`src/rtl/iq_channel_emu.sv`:
```
// I/Q loopback channel emulator: quarter-turn rotation, gain, DC offset,
// LFSR noise and a programmable sample delay between Tx DAC and Rx ADC.
module iq_channel_emu #(
  parameter int          DW        = 12,
  parameter int          NOISE_W   = 5,
  parameter int          MAX_DELAY = 16,
  parameter logic [15:0] SEED_I    = 16'hACE1,
  parameter logic [15:0] SEED_Q    = 16'h1D2C
) (
  input  logic                         clk_16M384,
  input  logic                         rst_16M384,
  input  logic signed [DW-1:0]         DAC_I,
  input  logic signed [DW-1:0]         DAC_Q,
  input  logic                         DAC_vld,
  input  logic [1:0]                   ROT,
  input  logic [3:0]                   GAIN,
  input  logic signed [DW-1:0]         DC_OFFSET,
  input  logic                         NOISE_EN,
  input  logic [$clog2(MAX_DELAY)-1:0] DELAY,
  output logic signed [DW-1:0]         ADC_I,
  output logic signed [DW-1:0]         ADC_Q,
  output logic                         ADC_vld,
  output logic                         SAT
);

  localparam int AW = $clog2(MAX_DELAY);
  localparam int PW = DW + 5;
  localparam int SW = DW + 6;
  localparam logic signed [DW-1:0] S_MAX = {1'b0, {(DW-1){1'b1}}};
  localparam logic signed [DW-1:0] S_MIN = {1'b1, {(DW-1){1'b0}}};

  typedef struct packed {
    logic signed [DW-1:0] i;
    logic signed [DW-1:0] q;
    logic                 sat;
  } smp_t;

  // Returns {clipped, -x}; the most negative code has no positive twin.
  function automatic logic [DW:0] neg_sat(input logic signed [DW-1:0] x);
    if (x == S_MIN) return {1'b1, S_MAX};
    return {1'b0, -x};
  endfunction

  function automatic logic [DW:0] clip(input logic signed [SW-1:0] v);
    if (v > SW'(S_MAX)) return {1'b1, S_MAX};
    if (v < SW'(S_MIN)) return {1'b1, S_MIN};
    return {1'b0, v[DW-1:0]};
  endfunction

  // ---------------------------------------------------------------- stage 1
  logic [DW:0]          w_neg_i, w_neg_q;
  logic signed [DW-1:0] w_rot_i, w_rot_q;
  logic                 w_rot_sat;

  always_comb begin
    // NOTE: every output gets a default first so no path can infer a latch.
    w_neg_i   = neg_sat(DAC_I);
    w_neg_q   = neg_sat(DAC_Q);
    w_rot_i   = DAC_I;
    w_rot_q   = DAC_Q;
    w_rot_sat = 1'b0;
    case (ROT)
      2'd1: begin
        w_rot_i   = DAC_Q;
        w_rot_q   = w_neg_i[DW-1:0];
        w_rot_sat = w_neg_i[DW];
      end
      2'd2: begin
        w_rot_i   = w_neg_i[DW-1:0];
        w_rot_q   = w_neg_q[DW-1:0];
        w_rot_sat = w_neg_i[DW] | w_neg_q[DW];
      end
      2'd3: begin
        w_rot_i   = w_neg_q[DW-1:0];
        w_rot_q   = DAC_I;
        w_rot_sat = w_neg_q[DW];
      end
      default: ;
    endcase
  end

  logic signed [DW-1:0] r_s1_i, r_s1_q;
  logic                 r_s1_vld, r_s1_sat;

  always_ff @(posedge clk_16M384) begin
    // NOTE: state is updated with non-blocking assignments so every register
    // samples the values from before the edge, independent of block order.
    if (rst_16M384) begin
      r_s1_i   <= '0;
      r_s1_q   <= '0;
      r_s1_vld <= 1'b0;
      r_s1_sat <= 1'b0;
    end else begin
      r_s1_i   <= w_rot_i;
      r_s1_q   <= w_rot_q;
      r_s1_vld <= DAC_vld;
      r_s1_sat <= w_rot_sat;
    end
  end

  // ---------------------------------------------------------------- stage 2
  logic signed [PW-1:0] w_gain_ext;
  logic signed [PW-1:0] r_s2_p_i, r_s2_p_q;
  logic                 r_s2_vld, r_s2_sat;

  assign w_gain_ext = {{(PW-4){1'b0}}, GAIN};

  always_ff @(posedge clk_16M384) begin
    if (rst_16M384) begin
      r_s2_p_i <= '0;
      r_s2_p_q <= '0;
      r_s2_vld <= 1'b0;
      r_s2_sat <= 1'b0;
    end else begin
      r_s2_p_i <= PW'(r_s1_i) * w_gain_ext;
      r_s2_p_q <= PW'(r_s1_q) * w_gain_ext;
      r_s2_vld <= r_s1_vld;
      r_s2_sat <= r_s1_sat;
    end
  end

  // ---------------------------------------------------------------- noise
  logic [15:0] r_lfsr_i, r_lfsr_q;

  always_ff @(posedge clk_16M384) begin
    if (rst_16M384) begin
      r_lfsr_i <= SEED_I;
      r_lfsr_q <= SEED_Q;
    end else begin
      r_lfsr_i <= {r_lfsr_i[0] ^ r_lfsr_i[2] ^ r_lfsr_i[3] ^ r_lfsr_i[5], r_lfsr_i[15:1]};
      r_lfsr_q <= {r_lfsr_q[0] ^ r_lfsr_q[2] ^ r_lfsr_q[3] ^ r_lfsr_q[5], r_lfsr_q[15:1]};
    end
  end

  // ---------------------------------------------------------------- stage 3
  logic signed [SW-1:0] w_noise_i, w_noise_q, w_sum_i, w_sum_q;
  logic [DW:0]          w_clip_i, w_clip_q;
  smp_t                 w_s3;
  logic                 w_s3_vld;

  always_comb begin
    w_noise_i = '0;
    w_noise_q = '0;
    if (NOISE_EN) begin
      w_noise_i = {{(SW-NOISE_W){1'b0}}, r_lfsr_i[NOISE_W-1:0]};
      w_noise_q = {{(SW-NOISE_W){1'b0}}, r_lfsr_q[NOISE_W-1:0]};
    end
    // Arithmetic shift floors, so GAIN/4 rounds toward minus infinity.
    w_sum_i  = (SW'(r_s2_p_i) >>> 2) + SW'(DC_OFFSET) + w_noise_i;
    w_sum_q  = (SW'(r_s2_p_q) >>> 2) + SW'(DC_OFFSET) + w_noise_q;
    w_clip_i = clip(w_sum_i);
    w_clip_q = clip(w_sum_q);
    w_s3     = '0;
    w_s3_vld = r_s2_vld;
    if (r_s2_vld) begin
      w_s3.i   = w_clip_i[DW-1:0];
      w_s3.q   = w_clip_q[DW-1:0];
      w_s3.sat = w_clip_i[DW] | w_clip_q[DW] | r_s2_sat;
    end
  end

  // ---------------------------------------------------------------- delay
  smp_t             r_buf [MAX_DELAY];
  logic [MAX_DELAY-1:0] r_buf_vld;
  logic [AW-1:0]    r_wr_ptr;
  logic [AW-1:0]    w_rd_ptr;

  assign w_rd_ptr = r_wr_ptr - DELAY;

  // NOTE: sample storage is deliberately left unreset; only the per-slot
  // valid bits are cleared, and the read mux zeroes any slot marked invalid.
  always_ff @(posedge clk_16M384) begin
    r_buf[r_wr_ptr] <= w_s3;
  end

  always_ff @(posedge clk_16M384) begin
    if (rst_16M384) begin
      r_buf_vld <= '0;
      r_wr_ptr  <= '0;
    end else begin
      r_buf_vld[r_wr_ptr] <= w_s3_vld;
      r_wr_ptr            <= r_wr_ptr + AW'(1);
    end
  end

  always_ff @(posedge clk_16M384) begin
    if (rst_16M384) begin
      ADC_I   <= '0;
      ADC_Q   <= '0;
      ADC_vld <= 1'b0;
      SAT     <= 1'b0;
    end else if (DELAY == '0) begin
      ADC_I   <= w_s3.i;
      ADC_Q   <= w_s3.q;
      ADC_vld <= w_s3_vld;
      SAT     <= w_s3.sat;
    end else if (r_buf_vld[w_rd_ptr]) begin
      ADC_I   <= r_buf[w_rd_ptr].i;
      ADC_Q   <= r_buf[w_rd_ptr].q;
      ADC_vld <= 1'b1;
      SAT     <= r_buf[w_rd_ptr].sat;
    end else begin
      ADC_I   <= '0;
      ADC_Q   <= '0;
      ADC_vld <= 1'b0;
      SAT     <= 1'b0;
    end
  end

endmodule

```
`config.mk`:
```
export PLATFORM = sky130hd
export DESIGN_NAME = iq_channel_emu
export DESIGN_NICKNAME = d
export VERILOG_FILES = /design/src/rtl/iq_channel_emu.sv
export SDC_FILE = /design/constraint.sdc
export NUM_CORES = 1
export LEC_CHECK = 0
export CAP_MARGIN = 20
export CORE_UTILIZATION = 45
export CTS_CLUSTER_DIAMETER = 80
export DETAILED_ROUTE_END_ITERATION = 12
export DONT_BUFFER_PORTS = 1
export PLACE_DENSITY = 0.58
export SYNTH_ARGS = -nofsm -noshare
export SYNTH_HDL_FRONTEND = slang
export SYNTH_SLANG_ARGS = --single-unit
```
`constraint.sdc`:
```
create_clock -name clk_16M384 -period 9 [get_ports clk_16M384]
set_clock_uncertainty 0.05 [all_clocks]
set_input_delay 1.8 -clock clk_16M384 [delete_from_list [all_inputs] [get_ports clk_16M384]]
set_output_delay 1.8 -clock clk_16M384 [all_outputs]
set_load 0.05 [all_outputs]
```
Yosys cells after proc, flatten, opt, wreduce, memory -nomap -nowiden. Memories as Yosys holds them, arrays and structs flattened. Cells that the tools add are included. W data, S select, Z words.

Reductions and logical operators: 2. Equality and inequality tests: 5. Multiplexer cells: 39. Bitwise logic cells: 9. $mul: 2. Magnitude comparators: 7. $add $sub $neg: 8.

Operators by type and width (count): $mux W13 (12); $pmux W12 S3 (2); $mux W12 (4); $gt A18 B12 Y1 const B (2); $lt A18 B12 Y1 const B (2); $add A16 B6 Y17 (2); $mul A12 B5 Y17 (2); $add A15 B12 Y16 (2); $mux W25 (1); $eq A12 B12 Y1 const B (2); $neg A12 Y12 (2); $bwmux W16 (1); $mux W1 (14); $lt A4 B5 Y1 const B (2); $mux W5 (2); $xor A1 B1 Y1 (6); $add A4 B1 Y4 const B (1); $bmux W1 S4 (1); $demux W1 S4 (1); $eq A2 B2 Y1 const B (2); $ge A4 B1 Y1 const B (1); $logic_not A4 Y1 (1); $sub A4 B4 Y4 (1); $or A1 B1 Y1 (3); other kinds (3) (3).

Input port bits: 50. Memories: 1. Output and inout port bits: 26. Flip-flop bits (word level): 140. Word-level logic and storage cells: 89. Bits in writable memories: 400.

Memory list: r_buf (words 16, width 25, read ports 1, clocked after memory_dff 0, wr ports 1, RTL line 163) `smp_t r_buf [MAX_DELAY];`.

Depth between registers and ports, before layout.
Word-level depth: 11. Mapped depth: 16. Mapped depth without buffers: 15.

Worst setup path after synthesis. OpenSTA, ideal clock, no wires.

Path kind: input port to flip-flop. Start: input port NOISE_EN. End: memory r_buf[0][1] in the netlist's numbering, data pin. Arrival time: 5.183 ns. Buffers on the path: 0. Path slack: 3.440 ns. Stages: 12. Required time: 8.623 ns. Library setup time: 0.327 ns. Cell sequence: and2_1 -> fa_1 -> ha_1 -> fa_1 -> a21o_1 -> a41oi_2 -> a21oi_1 -> o311ai_0 -> nand2_1 -> nor4_4 -> nor2_1 -> nor3_1.

RTL lines: start, declared (RTL line 18) `input logic NOISE_EN,`; end, declared (RTL line 163).

==> impl_metrics.json <==
{
  "status": "finished clean",
  "antenna_found_initial": 0,
  "cp_top_family": "compound AO/OA/AOI/OAI gates",
  "cts_buffers": 56,
  "fp.dieW_um": 245,
  "fin_crit_ns": 5.80,
  "synth_compound_area_share_pct": 6.78,
  "synth_top_family_by_area": "multiplexers",
  "final_cell_mix": "edfxtp_1, inv_1, dfxtp_1, ha_1, mux4_2",
  "syn2layout_area_growth_pct": 10.2,
  "design.core.area_um2": 58000,
  "num_antenna_cells": 0,
  "placed_area_um2": 27400,
  "dp_cells": 2614,
  "pre_cts_ws_ns": 2.61,
  "yosysTopAreaCell": "edfxtp_1",
  "synth_edf_count": 400,
  "grt_pass1_vias": 15900,
  "synthSimpleGateAreaFrac_pct": 8.68,
  "drt_iter0_markers": 1102,
  "powerDensity_nw_per_um2": 222,
  "drc_errors": 0,
  "grt_pass1_wl_um": 94400,
  "postRouteAntennaNets": 0,
  "fin_crit_sh_pct": 64.5,
  "fin_util_pct": 50.5,
  "port_buffers": 0,
  "cts-resized-gates": 0,
  "criticalPathCategory": "primary input to register",
  "path_clk_slew_ns": 0.06,
  "yosys-top-cells-area": "edfxtp_1, dfxtp_1, mux4_2",
  "drtPass1Iterations": 5,
  "hold_violations": 0,
  "syn-num-nets": 2150,
  "routabilityCongestion": 0.785,
  "fin_hold_ws_ns": 0.356,
  "fin_ws_ns": 3.20,
  "worstSetupStartpointType": "primary input",
  "crit_fanout": 16,
  "cp_cell_sequence": "and2_1, fa_1, ha_1, fa_1, a21o_1, a41oi_2, a21oi_1, o311ai_0, nand2_1, nor4_4, o21ai_0, a21oi_1",
  "synth-main-ff-cell": "edfxtp_1",
  "hpwl_um": 38200,
  "ys_seq_area_share_pct": 55.5,
  "via_per_inst": 5.61,
  "insertion_delay_ns": 0.62,
  "synth_mux_area_share_pct": 12.7,
  "dieArea_um2": 60000,
  "required_ns": 9.21,
  "p_leak_nw": 11.0,
  "cts_root_buf": "clkbuf_16",
  "cp_num_buf_inv": 0,
  "stdcell_count": 2723,
  "yosys_warnings": 0,
  "cts.path.max_buffers": 3,
  "ir_worst_vdd_mv": 0.158,
  "synth_fa_ha_area_share_pct": 10.4,
  "end_kind": "register",
  "drive_gt1_share_pct": 16.2,
  "final_nets": 2145,
  "max_stage_delay_ns": 0.88,
  "grt_setup_unrepaired": "false",
  "synthXorXnorAreaFrac_pct": 2.53,
  "cts_setup_buffers": 0,
  "tightest_slew_ns": 1.09,
  "cp_slowest_cell": "a21oi_1",
  "setup_viol": 0,
  "drt-total-wl_um": 61700,
  "vias": 15300,
  "grt_max_degree": 117,
  "power.total_mw": 6.49,
  "final_common_cell": "edfxtp_1",
  "cts.sinks": 536,
  "htreeDepth": 2,
  "initial_core_util_pct": 45.8,
  "cts_tree": "done",
  "netlist_area_um2": 26600,
  "syn_area_per_cell_um2": 13.9,
  "fin_area_um2": 29300,
  "hold_class": "register to register",
  "max_freq_ghz": 0.172,
  "slew_headroom_pct": 27.3,
  "drv_cap": 0,
  "io_pins": 76,
  "grt.total_usage_pct": 21.0,
  "yosysUniqueCellTypes": 80,
  "synthDominantCellAreaShare_pct": 45.2,
  "maxSlewViolCount": 0,
  "rows": 88,
  "arrival_ns": 6.02,
  "chipHeight_um": 245,
  "setup-tns-final_ns": 0,
  "cts_hold_buf": 0,
  "syn_inst": 1916,
  "wl_per_cell_um": 22.7,
  "grt_overflow": 0,
  "synth-async-reset-ratio_pct": 0,
  "ys_seq_elements": 536
}
where the power goes:
part	internal [mW]	leakage (nW)	switching (mW)
Combinational	0.527	5.21	0.776
Sequential	2.78	4.88	0.0439
Clock	1.38	0.934	0.988
Total	4.69	11.0	1.81
flip-flops by register name, indices dropped and copies added (netlist names), 15 cells and up:
signal / flops
r_lfsr_q: 16
r_s2_p_i: 15
r_lfsr_i: 16
r_s2_p_q: 15
r_buf: 400
r_buf_vld: 16
worst reg2reg max path, delay by kind of cell (launching register included):
kind            cells  cell delay [ns]
flops               1             0.31
simple gates        3             0.92
fa+ha+maj           3             1.08
compound gates      6             2.24
final timing paths:
check                     startpoint                      end  slack, ns  cells after the start
min reg2reg  r_lfsr_i[12]$_SDFF_PP0_  r_lfsr_i[11]$_SDFF_PP1_       0.36                      1
min          r_lfsr_i[12]$_SDFF_PP0_  r_lfsr_i[11]$_SDFF_PP1_       0.36                      1
max                         NOISE_EN   r_buf[14][6]$_DFFE_PP_       3.20                     12
max reg2reg   r_lfsr_q[1]$_SDFF_PP0_   r_buf[14][6]$_DFFE_PP_       4.04                     12
kinds of logic after synthesis:
logic type,after synthesis
buffers and inverters,227
DFF,536
and+or+nand+nor,442
AOI/OAI and AO/OA,262
xor gates and xnor gates,75
adders and majority gates,184
muxes,190
layout make-up:
class / count / area (µm²)
clock buffer: 71 / 1530
clock inverter: 34 / 377
fill: 4886 / 28700
inverter: 143 / 537
multi-input combinational: 1153 / 11000
sequential: 536 / 14700
tap: 765 / 957
timing repair buffer: 21 / 163
routing by layer:
metal / up-vias / GRT usage (%) / part of all wire [%]
li1: 7051 / - / -
met1: 7752 / 27.3 / 43
met2: 387 / 35.4 / 49
met3: 80 / 4.72 / 6.5
met4: 0 / 5.18 / 2.0
met5: - / 0 / 0
cell usage after synthesis (3+ instances only):
library cell  instances
inv_1               143
o31ai_1               6
or4_1                 3
nand3_1              18
xnor2_1              43
clkbuf_1             49
fa_1                 63
o41ai_1               4
mux2_2               26
o22ai_1              10
edfxtp_1            400
mux4_2              116
nand2b_1              4
a211oi_1             16
buf_2                20
o21bai_1              8
o21ai_1              10
and4_1                4
o221ai_2              7
mux2i_1              48
o21a_1                7
dfxtp_1             136
ha_1                121
buf_1                12
nor2b_1              45
nor2_1               98
and2_1               88
and3_1               12
nor3_2                3
o211ai_1             18
a31oi_1               8
xor2_1               30
or3_1                10
o21ai_0              52
nand2_1             102
a21o_1               15
or2_2                16
nor3b_1               3
a21oi_1              66
nor3_1               22
Note: power is estimated with default switching activity, not from simulation.
